`src/rtl/cpu54_pkg.sv`:
```
// Shared definitions for the 54-instruction multi-cycle MIPS core: opcodes,
// function codes, the one-hot instruction index and the decoder FSM encoding.
package cpu54_pkg;

  localparam int NUM_INSTR = 54;
  localparam int INSTR_W   = 32;

  localparam logic [5:0] OP_SPECIAL  = 6'b000000;
  localparam logic [5:0] OP_REGIMM   = 6'b000001;
  localparam logic [5:0] OP_J        = 6'b000010;
  localparam logic [5:0] OP_JAL      = 6'b000011;
  localparam logic [5:0] OP_BEQ      = 6'b000100;
  localparam logic [5:0] OP_BNE      = 6'b000101;
  localparam logic [5:0] OP_ADDI     = 6'b001000;
  localparam logic [5:0] OP_ADDIU    = 6'b001001;
  localparam logic [5:0] OP_SLTI     = 6'b001010;
  localparam logic [5:0] OP_SLTIU    = 6'b001011;
  localparam logic [5:0] OP_ANDI     = 6'b001100;
  localparam logic [5:0] OP_ORI      = 6'b001101;
  localparam logic [5:0] OP_XORI     = 6'b001110;
  localparam logic [5:0] OP_LUI      = 6'b001111;
  localparam logic [5:0] OP_COP0     = 6'b010000;
  localparam logic [5:0] OP_SPECIAL2 = 6'b011100;
  localparam logic [5:0] OP_LB       = 6'b100000;
  localparam logic [5:0] OP_LH       = 6'b100001;
  localparam logic [5:0] OP_LW       = 6'b100011;
  localparam logic [5:0] OP_LBU      = 6'b100100;
  localparam logic [5:0] OP_LHU      = 6'b100101;
  localparam logic [5:0] OP_SB       = 6'b101000;
  localparam logic [5:0] OP_SH       = 6'b101001;
  localparam logic [5:0] OP_SW       = 6'b101011;

  localparam logic [5:0] FN_SLL     = 6'b000000;
  localparam logic [5:0] FN_SRL     = 6'b000010;
  localparam logic [5:0] FN_SRA     = 6'b000011;
  localparam logic [5:0] FN_SLLV    = 6'b000100;
  localparam logic [5:0] FN_SRLV    = 6'b000110;
  localparam logic [5:0] FN_SRAV    = 6'b000111;
  localparam logic [5:0] FN_JR      = 6'b001000;
  localparam logic [5:0] FN_JALR    = 6'b001001;
  localparam logic [5:0] FN_SYSCALL = 6'b001100;
  localparam logic [5:0] FN_BREAK   = 6'b001101;
  localparam logic [5:0] FN_MFHI    = 6'b010000;
  localparam logic [5:0] FN_MTHI    = 6'b010001;
  localparam logic [5:0] FN_MFLO    = 6'b010010;
  localparam logic [5:0] FN_MTLO    = 6'b010011;
  localparam logic [5:0] FN_MULTU   = 6'b011001;
  localparam logic [5:0] FN_DIV     = 6'b011010;
  localparam logic [5:0] FN_DIVU    = 6'b011011;
  localparam logic [5:0] FN_ADD     = 6'b100000;
  localparam logic [5:0] FN_ADDU    = 6'b100001;
  localparam logic [5:0] FN_SUB     = 6'b100010;
  localparam logic [5:0] FN_SUBU    = 6'b100011;
  localparam logic [5:0] FN_AND     = 6'b100100;
  localparam logic [5:0] FN_OR      = 6'b100101;
  localparam logic [5:0] FN_XOR     = 6'b100110;
  localparam logic [5:0] FN_NOR     = 6'b100111;
  localparam logic [5:0] FN_SLT     = 6'b101010;
  localparam logic [5:0] FN_SLTU    = 6'b101011;
  localparam logic [5:0] FN_TEQ     = 6'b110100;

  localparam logic [5:0] FN2_MUL    = 6'b000010;
  localparam logic [5:0] FN2_CLZ    = 6'b100000;

  localparam logic [4:0] RS_MFC0    = 5'b00000;
  localparam logic [4:0] RS_MTC0    = 5'b00100;
  localparam logic [4:0] RS_ERET    = 5'b10000;
  localparam logic [5:0] FN_ERET    = 6'b011000;
  localparam logic [4:0] RT_BGEZ    = 5'b00001;

  typedef enum logic [5:0] {
    I_ADDI, I_ADDIU, I_ANDI, I_ORI, I_SLTIU, I_LUI, I_XORI, I_SLTI,
    I_ADDU, I_AND, I_BEQ, I_BNE, I_J, I_JAL, I_JR, I_LW,
    I_XOR, I_NOR, I_OR, I_SLL, I_SLLV, I_SLTU, I_SRA, I_SRL,
    I_SUBU, I_SW, I_ADD, I_SUB, I_SLT, I_SRLV, I_SRAV, I_CLZ,
    I_DIVU, I_ERET, I_JALR, I_LB, I_LBU, I_LHU, I_SB, I_SH,
    I_LH, I_MFC0, I_MFHI, I_MFLO, I_MTC0, I_MTHI, I_MTLO, I_MUL,
    I_MULTU, I_SYSCALL, I_TEQ, I_BGEZ, I_BREAK, I_DIV
  } instr_idx_e;

  localparam logic [1:0] ST_EMPTY   = 2'd0;
  localparam logic [1:0] ST_LOADED  = 2'd1;
  localparam logic [1:0] ST_DECODED = 2'd2;

endpackage

```
`src/rtl/instr_match.sv`:
```
// Combinational matcher: 32-bit MIPS word -> one-hot instruction identity + illegal flag.
// Reserved-field checking is compiled in with DECODE_STRICT_EN.
module instr_match
  import cpu54_pkg::*;
(
  input  logic [31:0]          i_word,
  output logic [NUM_INSTR-1:0] o_onehot,
  output logic                 o_illegal
);

  logic [5:0] w_op;
  logic [5:0] w_fn;
  logic [4:0] w_rs;
  logic [4:0] w_rt;
  logic       w_hit;
  logic       w_ok;
  instr_idx_e w_idx;

  assign w_op = i_word[31:26];
  assign w_rs = i_word[25:21];
  assign w_rt = i_word[20:16];
  assign w_fn = i_word[5:0];

  always_comb begin
    w_hit = 1'b1;
    w_idx = I_SLL;
    case (w_op)
      OP_ADDI:  w_idx = I_ADDI;
      OP_ADDIU: w_idx = I_ADDIU;
      OP_ANDI:  w_idx = I_ANDI;
      OP_ORI:   w_idx = I_ORI;
      OP_SLTIU: w_idx = I_SLTIU;
      OP_LUI:   w_idx = I_LUI;
      OP_XORI:  w_idx = I_XORI;
      OP_SLTI:  w_idx = I_SLTI;
      OP_BEQ:   w_idx = I_BEQ;
      OP_BNE:   w_idx = I_BNE;
      OP_J:     w_idx = I_J;
      OP_JAL:   w_idx = I_JAL;
      OP_LW:    w_idx = I_LW;
      OP_SW:    w_idx = I_SW;
      OP_LB:    w_idx = I_LB;
      OP_LBU:   w_idx = I_LBU;
      OP_LHU:   w_idx = I_LHU;
      OP_SB:    w_idx = I_SB;
      OP_SH:    w_idx = I_SH;
      OP_LH:    w_idx = I_LH;
      OP_SPECIAL: begin
        case (w_fn)
          FN_ADDU:    w_idx = I_ADDU;
          FN_AND:     w_idx = I_AND;
          FN_JR:      w_idx = I_JR;
          FN_XOR:     w_idx = I_XOR;
          FN_NOR:     w_idx = I_NOR;
          FN_OR:      w_idx = I_OR;
          FN_SLL:     w_idx = I_SLL;
          FN_SLLV:    w_idx = I_SLLV;
          FN_SLTU:    w_idx = I_SLTU;
          FN_SRA:     w_idx = I_SRA;
          FN_SRL:     w_idx = I_SRL;
          FN_SUBU:    w_idx = I_SUBU;
          FN_ADD:     w_idx = I_ADD;
          FN_SUB:     w_idx = I_SUB;
          FN_SLT:     w_idx = I_SLT;
          FN_SRLV:    w_idx = I_SRLV;
          FN_SRAV:    w_idx = I_SRAV;
          FN_DIVU:    w_idx = I_DIVU;
          FN_JALR:    w_idx = I_JALR;
          FN_MFHI:    w_idx = I_MFHI;
          FN_MFLO:    w_idx = I_MFLO;
          FN_MTHI:    w_idx = I_MTHI;
          FN_MTLO:    w_idx = I_MTLO;
          FN_MULTU:   w_idx = I_MULTU;
          FN_SYSCALL: w_idx = I_SYSCALL;
          FN_TEQ:     w_idx = I_TEQ;
          FN_BREAK:   w_idx = I_BREAK;
          FN_DIV:     w_idx = I_DIV;
          default:    w_hit = 1'b0;
        endcase
      end
      OP_SPECIAL2: begin
        case (w_fn)
          FN2_MUL: w_idx = I_MUL;
          FN2_CLZ: w_idx = I_CLZ;
          default: w_hit = 1'b0;
        endcase
      end
      OP_COP0: begin
        if (w_rs == RS_MFC0)                         w_idx = I_MFC0;
        else if (w_rs == RS_MTC0)                    w_idx = I_MTC0;
        else if (w_rs == RS_ERET && w_fn == FN_ERET) w_idx = I_ERET;
        else                                         w_hit = 1'b0;
      end
      OP_REGIMM: begin
        if (w_rt == RT_BGEZ) w_idx = I_BGEZ;
        else                 w_hit = 1'b0;
      end
      default: w_hit = 1'b0;
    endcase
  end

`ifdef DECODE_STRICT_EN
  logic [4:0] w_rd;
  logic [4:0] w_sh;
  logic       w_rtype;
  logic       w_rsv_bad;

  assign w_rd    = i_word[15:11];
  assign w_sh    = i_word[10:6];
  assign w_rtype = (w_op == OP_SPECIAL) || (w_op == OP_SPECIAL2);

  // Only sll/srl/sra consume shamt; syscall/break/teq carry a code field there.
  always_comb begin
    w_rsv_bad = 1'b0;
    case (w_idx)
      I_SLL, I_SRL, I_SRA:                w_rsv_bad = (w_rs != 5'd0);
      I_SYSCALL, I_BREAK, I_TEQ:          w_rsv_bad = 1'b0;
      I_JR:                               w_rsv_bad = (w_rt != 5'd0) || (w_rd != 5'd0) || (w_sh != 5'd0);
      I_MULTU, I_DIVU, I_DIV, I_MTHI, I_MTLO:
                                          w_rsv_bad = (w_rd != 5'd0) || (w_sh != 5'd0);
      I_LUI:                              w_rsv_bad = (w_rs != 5'd0);
      default:                            w_rsv_bad = w_rtype && (w_sh != 5'd0);
    endcase
  end

  assign w_ok = w_hit && !w_rsv_bad;
`else
  logic w_unused_rsv;
  assign w_unused_rsv = ^i_word[15:6];
  assign w_ok         = w_hit;
`endif

  assign o_onehot  = w_ok ? ({{(NUM_INSTR-1){1'b0}}, 1'b1} << w_idx) : '0;
  assign o_illegal = !w_ok;

endmodule

```
`src/rtl/instr_decoder.sv`:
```
// Instruction register + registered decode stage producing the one-hot decoded_instr
// vector and operand fields. Optional reserved-field checking: DECODE_STRICT_EN.
module instr_decoder #(
  parameter int INSTR_W   = 32,
  parameter int NUM_INSTR = 54
) (
  input  logic                 clk,
  input  logic                 rst,
  input  logic [INSTR_W-1:0]   instr_in,
  input  logic                 ir_in,
  input  logic                 decode_ena,
  output logic [NUM_INSTR-1:0] decoded_instr,
  output logic                 decoded_valid,
  output logic                 illegal,
  output logic [INSTR_W-1:0]   ir_q,
  output logic [4:0]           rs,
  output logic [4:0]           rt,
  output logic [4:0]           rd,
  output logic [4:0]           shamt,
  output logic [15:0]          imm16,
  output logic [25:0]          target26
);
  import cpu54_pkg::*;

  logic [1:0]           r_state;
  logic [INSTR_W-1:0]   r_ir;
  logic [NUM_INSTR-1:0] r_dec;
  logic                 r_ill;
  logic [4:0]           r_rs;
  logic [4:0]           r_rt;
  logic [4:0]           r_rd;
  logic [4:0]           r_sh;
  logic [15:0]          r_imm;
  logic [25:0]          r_tgt;

  logic [INSTR_W-1:0]   w_word;
  logic [NUM_INSTR-1:0] w_onehot;
  logic                 w_illegal;

  // Fetch-state bypass: with both strobes, decode the incoming word, not the stale IR.
  assign w_word = ir_in ? instr_in : r_ir;

  instr_match u_match (
    .i_word    (w_word),
    .o_onehot  (w_onehot),
    .o_illegal (w_illegal)
  );

  always_ff @(posedge clk or posedge rst) begin
    if (rst) begin
      r_state <= ST_EMPTY;
      r_ir    <= '0;
      r_dec   <= '0;
      r_ill   <= 1'b0;
      r_rs    <= '0;
      r_rt    <= '0;
      r_rd    <= '0;
      r_sh    <= '0;
      r_imm   <= '0;
      r_tgt   <= '0;
    end else begin
      if (ir_in) r_ir <= instr_in;
      if (decode_ena) begin
        r_state <= ST_DECODED;
        r_dec   <= w_onehot;
        r_ill   <= w_illegal;
        r_rs    <= w_word[25:21];
        r_rt    <= w_word[20:16];
        r_rd    <= w_word[15:11];
        r_sh    <= w_word[10:6];
        r_imm   <= w_word[15:0];
        r_tgt   <= w_word[25:0];
      end else if (ir_in) begin
        r_state <= ST_LOADED;
      end
    end
  end

  assign decoded_valid = (r_state == ST_DECODED);
  assign decoded_instr = r_dec;
  assign illegal       = r_ill;
  assign ir_q          = r_ir;
  assign rs            = r_rs;
  assign rt            = r_rt;
  assign rd            = r_rd;
  assign shamt         = r_sh;
  assign imm16         = r_imm;
  assign target26      = r_tgt;

endmodule

```
`config.mk`:
```
export PLATFORM = sky130hd
export DESIGN_NAME = instr_decoder
export DESIGN_NICKNAME = d
export VERILOG_FILES = /design/src/rtl/cpu54_pkg.sv /design/src/rtl/instr_match.sv /design/src/rtl/instr_decoder.sv
export SDC_FILE = /design/constraint.sdc
export NUM_CORES = 1
export LEC_CHECK = 0
export ABC_AREA = 0
export CORE_MARGIN = 4
export CORE_UTILIZATION = 48
export DETAILED_ROUTE_END_ITERATION = 8
export PLACE_DENSITY = 0.85
export SETUP_SLACK_MARGIN = 0.2
export SLEW_MARGIN = 0
export SYNTH_ARGS = -nofsm -noshare
export SYNTH_HDL_FRONTEND = slang
export SYNTH_HIERARCHICAL = 1
export SYNTH_SLANG_ARGS = --single-unit
```
`constraint.sdc`:
```
create_clock -name clk -period 3.9 [get_ports clk]
set_input_delay 0.585 -clock clk [delete_from_list [all_inputs] [get_ports clk]]
set_output_delay 0.585 -clock clk [all_outputs]
set_load 0.05 [all_outputs]
```
After elaboration in Yosys (flattened, before gate mapping)
Index checks and enable logic that the tools add are counted.

Bits in registers: 151. Latch bits: 0. Memory bits (writable): 0. Memory bits (read-only): 0. Input port bits: 36. Output and inout port bits: 150. Word-level logic and storage cells: 93. Memories: 0.

Add/sub/neg operators: 0. Multiply operators: 0. Div/mod/pow operators: 0. Order comparisons: 0. Equality and inequality tests: 55. Shift operators: 1. Muxes and demuxes: 18. Bitwise logic cells: 0. Reductions and logical operators: 9.

Operators by type and width (count): $pmux 6 s27 (1); $pmux 6 s24 (1); $eq 6x6->1 const B (19); $eq 6x4->1 const B (12); $eq 6x5->1 const B (10); $mux 54 (1); $shl 1x6->54 const A (1); $mux 32 (1); $eq 6x3->1 const B (5); $reduce_or 28->1 (1); $eq 6x2->1 const B (4); $mux 6 (4); $reduce_or 20->1 (1); $logic_not 6->1 (2); $pmux 6 s2 (1); $eq 6x1->1 const B (1); $mux 1 (6); $eq 5x1->1 const B (1); $eq 5x3->1 const B (1); $eq 5x5->1 const B (1); $logic_not 5->1 (1); $pmux 1 s5 (1); $mux 2 (2); $eq 2x2->1 const B (1); other kinds (4) (4).

Longest topological paths before layout
Word-level depth: 9. Gate-level depth with buffers: 14. Gate-level depth less buffers: 9.

By module
Netlist, hierarchy kept.

Modules (own cells, without submodules): instr_decoder (instances 1, cells each 283, area an instance 4720.8 µm², sequential area each 2877.8 µm²); instr_match (instances 1, cells each 280, area an instance 1654.1 µm², sequential area each 0.0 µm²).

Least setup slack after synthesis
No wires, ideal clock.

Kind: in2reg. Start: input port ir_in. End: register r_dec[46] (netlist: decoded_instr[46]). Library setup time: 67 ps. Data arrival time: 3465 ps. Required time: 3833 ps. Path slack: 368 ps. Stages on the path: 13. Buffers on the path: 4. Cell sequence: buf_6 -> buf_8 -> mux2_2 -> buf_6 -> or4_4 -> or4_4 -> o31ai_4 -> a2111oi_2 -> or2_1 -> buf_6 -> or3_4 -> nor2_1 -> mux2_2.

Elaborated cells on any way between the ends: 78. Classes of those cells: eq/ne: 54; shift: 1; mux: 16; reduce/logical: 7.

RTL lines: from (decl) (line instr_decoder.sv:10) `input logic ir_in,`; $mux 32 *; net w_word[28] (line instr_decoder.sv:36) `logic [INSTR_W-1:0] w_word;`; $eq 6x4->1 (tied with other cells) (line instr_match.sv:27) `case (w_op)`; $reduce_or 20->1 (no line) / $pmux 6 s24 (equally long branches); $pmux 1 s5 / $shl 1x6->54 (equally long branches) (line instr_match.sv:27, instr_match.sv:133); $mux 54 * (line instr_match.sv:133) `assign o_onehot = w_ok ? ({{(NUM_INSTR-1){1'b0}}, 1'b1} << w_idx) : '0;`; net w_onehot[46] (line instr_decoder.sv:37) `logic [NUM_INSTR-1:0] w_onehot;`; to (signal assigned) (line instr_decoder.sv:65) `r_dec <= w_onehot;`; to (decl) (line instr_decoder.sv:27) `logic [NUM_INSTR-1:0] r_dec;`.

The timed path passes the listed nets; every way through them passes the cells marked *. A chain may end at the register's enable or synchronous reset.

Worst setup path in the final report
Start: input port ir_in. End: register r_dec[19] (netlist: decoded_instr[19]).

Longest elaborated chain between the ends: 9. Elaborated cells on any way between the ends: 78. Classes of those cells: eq/ne: 54; shift: 1; mux: 16; reduce/logical: 7.

Ends and longest elaborated chain: $mux 32 *; net w_word[22] (line instr_decoder.sv:36); $eq 5x5->1 (line instr_match.sv:91) `else if (w_rs == RS_ERET && w_fn == FN_ERET) w_idx = I_ERET;`; $logic_and 1x1->1 (line instr_match.sv:91); $mux 6 (line instr_match.sv:91); $mux 6 (line instr_match.sv:90) `else if (w_rs == RS_MTC0) w_idx = I_MTC0;`; $mux 6 (line instr_match.sv:89) `if (w_rs == RS_MFC0) w_idx = I_MFC0;`; $pmux 6 s24 (line instr_match.sv:27); $shl 1x6->54 (line instr_match.sv:133); $mux 54 * (line instr_match.sv:133); net w_onehot[19] (line instr_decoder.sv:37).

Marked as above.

==> results.env <==
RUN_STATUS='completed'
FINAL-SETUP-VIOL-COUNT=0
POSTSYNTHNETCOUNT=599
CORE_REGION_AREA_UM2=12820
CORE.ROWCOUNT=41
TRITONCTS='built'
TIMING.SETUP.TNS_PS=0
FIN_NETS=749
CELLPOWERDENSITY_nW_PER_UM2=501.5
FINAL_SETUP_SKEW_PS=8.162
YS.WARNINGS.COUNT=6
FINAL.SETUP.WORST_SLACK_PS=476.3
WORST_HOLD_STARTPOINT='r_state[1]'
DRTANTENNAVIOLNETS=0
DPL.CELL_COUNT=866
SYNTH_SEQUENTIAL_AREA_RATIO_PCT=45.14
REPORT.FINAL.SLEW_VIOL_COUNT=0
VDD.IR_DROP.WORST_uV=236.4
VIAS=4906
INSERTION_DELAY_PS=410
INITIAL_CORE_UTIL_PCT=49.71
P_LEAK_nW=3.766
SYNTHESIS.AREA_UM2=6375
WORST_PIN_SLEW_PS=1174
CLOCK_SINK_COUNT=115
SYNTH_TOP_CELL_AREA_SHARE_PCT=45.14
WORSTSETUPSTARTPOINTTYPE='input pin'
MAX-CAP-VIOLATIONS=0
ASYNC_FLOP_SHARE_PCT=100.0
CRIT_TYPE='in2reg'
DIEWIDTH_UM=123.2
CRITPATHREQUIREDTIME_PS=4190
POST_CTS_RESIZE_COUNT=0
SYNTH-SEQ-CELLS=115
DESIGN.PORTCOUNT=186
POSTROUTEWIRELENGTH_UM=16870
SLEW_HEADROOM_PCT=21.70
WORST_EP_ARRIVAL_TIME_PS=3710
ROUTABILITYCONGESTION=0.8687
YS_DOMINANT_REG_CELL='sky130_fd_sc_hd__dfrtp_1'
AVGSYNTHCELLAREA_UM2=11.32
FINAL_CRITICAL_PATH_REQUIRED_PERIOD_PS=3424
ANTENNA_CELLS=0
CTSHTREEMAXLEVEL=4
GR-USAGE-ALL-LAYERS_PCT=22.41
SYNTH_EDF_COUNT=0
SYNTH.LIB_CELLS_USED.DISTINCT=66
SYN-INSTANCE-COUNT=563
SYNTH_TOP_AREA_CELL='sky130_fd_sc_hd__dfrtp_1'
WIRE_LENGTH_OF_THE_FIRST_GLOBAL_ROUTING_PASS_UM=26430
SHARE_OF_THE_CYCLE_NEEDED_BY_THE_CRITICAL_PATH_AFTER_ROUTING_PCT=87.79
FLOORPLAN.DIE_AREA_UM2=15190
POST_DRT_WL_PER_CELL_UM=18.80
FINAL_LAYOUT_SIZE_SUFFIX_GT1_SHARE_PCT=26.48
DETAILEDROUTE.FIRSTPASSITERATIONCOUNT=5
ANTENNA_FOUND_INITIAL=0
DRT-VIAS-PER-INSTANCE=5.469
DRTITER0DRC=354
FIRST_GLOBAL_VIAS=4894
CTS.PATH.MAX_BUFFERS=2
GRT_SETUP_UNREPAIRED='false'
DRT_DRC_VIOLATIONS_LEFT=0
REPORT.FINAL.HOLD_VIOL_COUNT=0
NUMPORTBUFFERS=185
GLOBALROUTEOVERFLOWTOTAL=0
CLK_TRANSITION_REPORTED_PATHS_PS=50
CTS_SETUP_BUFFERS=0
POSTCTSHOLDBUFS=0
HPWL_UM=12070
ROOT_BUFFER='sky130_fd_sc_hd__clkbuf_16'
CP_MAX_FO=14
INSTANCES_NO_FILL=897
REGTOREGSETUPSLACK_PS=720
DIE_H_UM=123.2
TRITONCTS_BUFFERS=17
AREA.GROWTH.SYNTH_TO_FINAL_PCT=37.08
SETUP.WORST_PATH.START='ir_in'
WORSTSETUPENDPOINTTYPE='flop'
R2R-START='ir_q[22]'
TOTALPOWERFINAL_mW=4.382
LARGEST_NET_DEGREE_AT_THE_START_OF_GLOBAL_ROUTING=84
TIMING.FMAX_GHz=0.2921
PLACEMENT.SETUP.WORST_SLACK_PS=112.6
SYNTHMOSTINSTANTIATEDCELL='sky130_fd_sc_hd__dfrtp_1'
HOLD_PATH.CLASS='reg2reg'
NETLIST_TOP_CELLS_COUNT='sky130_fd_sc_hd__dfrtp_1 (115), sky130_fd_sc_hd__mux2_2 (72), sky130_fd_sc_hd__nor2_1 (51)'
SYNTH_TOP_CELLS_BY_AREA='sky130_fd_sc_hd__dfrtp_1 (45%), sky130_fd_sc_hd__mux2_2 (13%), sky130_fd_sc_hd__mux2_4 (9.9%)'
## layout make-up
type | count | area, um2
inverter | 8 | 32.53
multi-input combinational | 360 | 2943
clock inverter | 9 | 153.9
timing repair buffer | 211 | 2052
tap | 172 | 215.2
clock buffer | 22 | 464.2
sequential | 115 | 2878
fill | 931 | 4086
## registers in the layout (all words and copies together), names as in the netlist
register       flops
decoded_instr     54
illegal            1
imm16              7
ir_q              32
r_state            2
rd                 4
rs                 5
rt                 4
shamt              4
target26           2
## path summary, 6_finish.rpt
| check | endpoint | depth (start not counted) |
|---|---|---|
| setup / recovery | decoded_instr[19] | 12 |
| hold / removal | r_state[1] | 1 |
| setup reg to reg | decoded_instr[19] | 10 |
| hold reg to reg | r_state[1] | 1 |
| max in group asynchronous | rd[0] | 3 |
| min in group asynchronous | rt[3] | 2 |
## per-layer routing
metal	global-route usage [%]	wire, um	vias to the layer above
met5	0	0	-
met2	35.27	8036	204
met3	6.908	1519	18
met4	6.505	192	0
met1	29.99	7118	2408
li1	-	-	2276
## power breakdown
part | switching, mW | internal [mW] | leakage [nW] | total [mW]
Combinational | 0.903 | 0.511 | 2.00 | 1.41
Clock | 0.519 | 1.10 | 0.296 | 1.62
Sequential | 0.0694 | 1.28 | 1.47 | 1.35
Total | 1.49 | 2.89 | 3.77 | 4.38
## layout by cell type (no fill, tap or decap), drive strengths merged, types with 3 or more instances in the layout
cell type | synthesis | final
a21oi | 14 | 14
clkbuf | 22 | 22
nand3 | 3 | 3
inv | 8 | 8
bufinv | 0 | 4
clkinv | 0 | 3
nand3b | 4 | 4
nor2b | 8 | 8
o21ai | 16 | 16
dfrtp | 115 | 115
nor4 | 9 | 9
nor3 | 24 | 24
a31oi | 3 | 3
buf | 58 | 28
o21a | 4 | 4
or3 | 5 | 5
nand2 | 15 | 15
mux2 | 114 | 114
or2 | 7 | 7
and2 | 4 | 4
a2111oi | 4 | 4
nor2 | 52 | 52
nand2b | 18 | 18
o21bai | 3 | 3
or4 | 4 | 4
clkdlybuf4s50 | 0 | 183
nand4 | 5 | 5
or3b | 4 | 4
a22oi | 3 | 3
## logic make-up after synthesis
group	Yosys count	share of synthesized area, %
AO/OA/AOI/OAI	69	7.714
XOR/XNOR	4	0.5497
buffers and inverters	88	8.695
flip-flops	115	45.14
multiplexers	115	22.77
AND/OR/NAND/NOR	172	15.13
## critical path, cell delays in order
cell                       delay [ps]
sky130_fd_sc_hd__buf_2            110
sky130_fd_sc_hd__buf_4            280
sky130_fd_sc_hd__mux2_4           360
sky130_fd_sc_hd__or3_1            440
sky130_fd_sc_hd__or3b_1           400
sky130_fd_sc_hd__a22oi_1          200
sky130_fd_sc_hd__o21ai_0          110
sky130_fd_sc_hd__a211oi_1         300
sky130_fd_sc_hd__buf_4            190
sky130_fd_sc_hd__nand2b_1         340
sky130_fd_sc_hd__nor2_1           110
sky130_fd_sc_hd__mux2_2           280
## stage by stage
step | cell area (um2) | hold slack [ps] | utilization [%]
after floorplan | 6375 | 446.0 | -
after global placement | 8120 | 457.3 | 63.32
after detailed placement | 8120 | 477.8 | 63.32
after CTS | 8738 | 491.1 | 68.14
after global routing | 8738 | 510.8 | 68.14
final | 8738 | 489.6 | 68.14
Note: power is estimated with default switching activity, not from simulation.
